<file path="src/rtl/serial_adder.sv">
// serial_adder: bit-serial WIDTH-bit adder reusing one full-adder cell over WIDTH cycles.
// Optional SERIAL_ADDER_SUB_EN adds a sub port for a - b via a + ~b + 1.
module serial_adder #(
  parameter int WIDTH = 8
) (
  input  logic             clk,
  input  logic             rst,
  input  logic             start,
  input  logic [WIDTH-1:0] a,
  input  logic [WIDTH-1:0] b,
  input  logic             cin,
`ifdef SERIAL_ADDER_SUB_EN
  input  logic             sub,
`endif
  output logic             busy,
  output logic             done,
  output logic [WIDTH-1:0] sum,
  output logic             cout
);
  localparam int CW = $clog2(WIDTH);
  localparam logic [1:0] IDLE = 2'd0, RUN = 2'd1, DONE = 2'd2;
  localparam logic [CW-1:0] last_bit = CW'(WIDTH - 1);
  logic [1:0] state;
  logic [WIDTH-1:0] a_sh, b_sh, ws_next;
  logic [WIDTH-2:0] ws;
  logic [CW-1:0] cnt;
  logic c, s, c_next, accept, sub_i;
`ifdef SERIAL_ADDER_SUB_EN
  assign sub_i = sub;
`else
  assign sub_i = 1'b0;
`endif
  always_comb begin
    s       = a_sh[0] ^ b_sh[0] ^ c;
    c_next  = (a_sh[0] & b_sh[0]) | (c & (a_sh[0] ^ b_sh[0]));
    ws_next = {s, ws};
    accept  = start && (state == IDLE || state == DONE);
  end
  assign busy = state == RUN;
  assign done = state == DONE;
  // ws keeps only the WIDTH-1 bits already produced; the final bit joins them on the last edge
  always_ff @(posedge clk or posedge rst) begin
    if (rst) begin
      state <= IDLE;
      a_sh  <= '0;
      b_sh  <= '0;
      ws    <= '0;
      c     <= 1'b0;
      cnt   <= '0;
      sum   <= '0;
      cout  <= 1'b0;
    end else if (accept) begin
      a_sh  <= a;
      b_sh  <= sub_i ? ~b : b;
      c     <= sub_i | cin;
      cnt   <= '0;
      state <= RUN;
    end else if (state == RUN) begin
      a_sh <= a_sh >> 1;
      b_sh <= b_sh >> 1;
      c    <= c_next;
      ws   <= ws_next[WIDTH-1:1];
      cnt  <= cnt + 1'b1;
      if (cnt == last_bit) begin
        sum   <= ws_next;
        cout  <= c_next;
        state <= DONE;
      end
    end else if (state == DONE) begin
      state <= IDLE;
    end
  end
endmodule

</file>
<file path="config.mk">
export PLATFORM = sky130hd
export DESIGN_NAME = serial_adder
export DESIGN_NICKNAME = d
export VERILOG_FILES = /design/src/rtl/serial_adder.sv
export SDC_FILE = /design/constraint.sdc
export NUM_CORES = 1
export LEC_CHECK = 0
export CAP_MARGIN = 10
export CORE_ASPECT_RATIO = 1.25
export CORE_MARGIN = 5
export CORE_UTILIZATION = 55
export CTS_BUF_LIST = sky130_fd_sc_hd__clkbuf_8 sky130_fd_sc_hd__clkbuf_16
export DETAILED_ROUTE_END_ITERATION = 10
export PLACE_DENSITY = 0.87
export SETUP_SLACK_MARGIN = 0.1
export SKIP_CTS_REPAIR_TIMING = 1
export SYNTH_ARGS = -nofsm -noshare
export SYNTH_HDL_FRONTEND = slang
export SYNTH_SLANG_ARGS = --single-unit
</file>
<file path="constraint.sdc">
create_clock -name clk -period 3 [get_ports clk]
set_input_delay 0.9 -clock clk [delete_from_list [all_inputs] [get_ports clk]]
set_output_delay 0.9 -clock clk [all_outputs]
set_load 0.01 [all_outputs]
</file>
==> summary.md <==
| Metric | Value |
|---|---|
| Unrepaired setup endpoints after global routing | no |
| CP required | 2.10 ns |
| Overall die width | 60.3 um |
| Crit path time final | between 2 and 2.5 ns |
| Mapped Avg Cell Area | roughly 13 um^2 |
| Routed vias | 1080 |
| Max VDD drop | 0.677 mV |
| Cell taking the most area after synthesis | dfrtp_1 |
| Clk slew on worst S/H paths | 0.08 ns |
| DRC viols | 0 |
| Post-synth top cells | 38 x dfrtp_1, 19 x nand2_1, 17 x mux2i_1 |
| Async S/R FF share, synth | 100% |
| Multi-input logic area | around 720 um^2 |
| Part of the cycle the worst path needs | 80.1% |
| Via density | 5.24 |
| Top-count cell post-synth | dfrtp_1 |
| Area Growth Syn to Fin | 24.9% |
| Iter 0 DRT Violations | 31 |
| Final-report hold violation count | 0 |
| Type of the worst setup path | flop to primary output |
| HPWL after detailed placement | ~2.2 mm |
| Mapped Nets | about 160 |
| DIE AREA | 0.00439 mm^2 |
| PortBufs | 30 |
| Leakage Power | approximately 1.0 nW |
| Diode count | 0 |
| Initial Util | ~58% |
| Synth top area cells | dfrtp_1 55%, mux2i_1 9.8%, mux2_4 7.8%, o21ai_1 4.6%, mux2_1 4.5% |
| Synthesized area | 0.00174 mm^2 |
| Worst-margin pin slew | 0.477 ns |
| Cells after Synth | between 100 and 150 |
| Wirelength per Cell | roughly 14 um |
| Routed wire length | approximately 3 mm |
| All-Layer GR Usage | 16.1% |
| Synth Register Bits | 38 |
| Number of synthesized flops with an enable pin | 0 |
| H-tree Lvls | 2 |
| Power per Cell Area | 998 mW/mm^2 |
| Post-synthesis adder-cell area fraction | ~4.8% |
| Fin Clk Skew | 0.00830 ns |
| Worst relative slew slack | between 60% and 70% |
| First-pass GRT wire length | 5.18 mm |
| Maxcap violations | 0 |
| Slew Viols, Final | 0 |
| Largest net degree at the start of global routing | 39 |
| Top_reg_cell synth | dfrtp_1 |
| Startpoint Class | flop |
| Synth Warn # | 0 |
| Clock latency on the worst-skew pair | 0.29 ns |
| Clock sink count | 38 |
| CTS Buf Count | 5 |
| Vias in the first global route | 1146 |
| Slowest cell on the critical path | clkdlybuf4s50_1 |
| Mux cell area share after synthesis | between 20 and 25% |
| Die height | 72.8 um |
| Post-synthesis sequential area ratio | 54.8% |
| Clock Path Buffers | 2 |
| Filler cells | 210 |
| Synth Area in XOR/XNOR | 0.504% |
| CP Capture Type | primary output |
| Largest family of logic cells by synthesized area | multiplexers |
| First drt pass iteration count | 4 |
| Hold/Removal Path Class | flop to flop |
| Synth Area in Compound Gates | 6.56% |
| Global placer's final weighted congestion | slightly above 0.7 |
| Register cell area after layout | 951 um^2 |
| Detail Route Antenna Nets | 0 |
| CTS tree | done |
| IO Count | 31 |
| Hold Worst Slack | between 0.5 and 0.6 ns |
| Setup TNS Final | 0 ns |
| Synth top area share | 54.8% |
| F_max | ~0.42 GHz |
| Root Driver | clkbuf_8 |
| Overflow left after global routing | 0 |
| Post-synthesis cell type count | 24 |
| Core Area | 0.00300 mm^2 |
| CP max FO | 3 |
| Synth Area in Simple Gates | 7.35% |
| Status | finished, final reports clean |
| Worst EP arrival | roughly 1.5 ns |
| Setup Viol. Count Final | 0 |
| Share of cells above drive strength 1 | between 10% and 20% |
| Initial antenna violation count | 0 |
| Critical Path, Cell by Cell | inv_1 > ha_1 > clkdlybuf4s50_1 |
| Std cell rows | 22 |
| Largest stage delay, worst path | 0.55 ns |
| Nets@finish | 195 |
==> where the power goes <==
part / switching [mW] / total, mW / leakage (nW) / internal, mW
registers: 0.144 / 0.889 / 0.484 / 0.746
logic: 0.389 / 0.857 / 0.486 / 0.469
clock network: 0.174 / 0.418 / 0.0579 / 0.244
total: 0.706 / 2.16 / 1.03 / 1.46
==> placed cells by master (no fill, tap or decap) <==
cell / netlist / final
nor2_1: 4 / 4
dfrtp_1: 38 / 38
mux2_4: 9 / 9
o21ai_1: 16 / 16
nand2b_1: 1 / 1
buf_4: 3 / 2
a21o_1: 1 / 1
mux2i_1: 17 / 17
inv_1: 3 / 3
bufinv_16: 0 / 1
clkdlybuf4s50_1: 0 / 30
o21a_1: 1 / 1
ha_1: 5 / 5
o21ai_0: 1 / 1
nand3b_1: 2 / 2
buf_12: 0 / 1
clkinv_2: 0 / 2
a21oi_1: 1 / 1
nand2_1: 19 / 19
clkbuf_8: 0 / 5
xnor2_1: 1 / 1
fa_1: 1 / 1
a2bb2oi_1: 1 / 1
mux2_1: 7 / 7
nand2_8: 1 / 1
==> final timing paths <==
check / start / to / slack, ns / cells past startpoint
max in group asynchronous: rst / state[0] / 1.64 / 3
min: ws[6] / ws[6] / 0.51 / 1
max reg2reg: state[1] / sum[0] / 1.34 / 5
min in group asynchronous: rst / sum[4] / 1.02 / 3
max: state[0] / done / 0.60 / 3
min reg2reg: ws[6] / ws[6] / 0.51 / 1
==> stage by stage <==
| stage | power, mW | instances | util [%] | cell area (um^2) | setup WS, ns |
|---|---|---|---|---|---|
| 2_1_floorplan | 1.53 | 136 | - | 1740 | 1.24 |
| 3_3_place_gp | 1.70 | 198 | 68.6 | 2060 | 0.736 |
| 3_5_place_dp | 1.77 | 198 | 68.6 | 2060 | 0.695 |
| 4_1_cts | 2.20 | 206 | 72.3 | 2170 | 0.577 |
| 5_1_grt | 2.34 | 206 | 72.3 | 2170 | 0.510 |
| 6_report | 2.16 | 206 | 72.3 | 2170 | 0.597 |
==> flip-flops by register name, indices dropped and copies added, names as in the netlist <==
signal and cells:
state 2, sum 8, ws 7, cnt 3, cout 1, b_sh 8
c 1, a_sh 8
==> critical path: cells and delay by family, from the launching register on <==
kind,cells,cell delay [ns]
adder cells (fa/ha/maj),1,0.19
buffers and inverters,2,0.65
flip-flops,1,0.38
==> metal layers <==
| layer | routed length [um] | global-route usage, % | vias up |
|---|---|---|---|
| met5 | 0 | 0 | - |
| met4 | 53 | 5.91 | 0 |
| met3 | 186 | 5.84 | 6 |
| met2 | 1510 | 26.0 | 34 |
| met1 | 1230 | 19.5 | 508 |
| li1 | - | - | 532 |
==> cell type report <==
cell class | instances | area share, %
flip-flops and latches | 38 | 43.9
multi-input cells | 88 | 33.1
repair buffers | 33 | 15.5
clock buffers | 5 | 3.17
well taps | 36 | 2.08
clock inverters | 3 | 1.85
inverters | 3 | 0.519
==> cells by family (layout without fill, tap and decap cells) <==
family,Yosys count,after routing
AND/OR/NAND/NOR,27,27
buffers and inverters,10,44
adder cells (fa/ha/maj),6,6
XOR/XNOR,1,1
AO/OA/AOI/OAI,21,21
flip-flops,38,38
multiplexers,33,33
No activity file was read; power rests on OpenSTA's default activity.
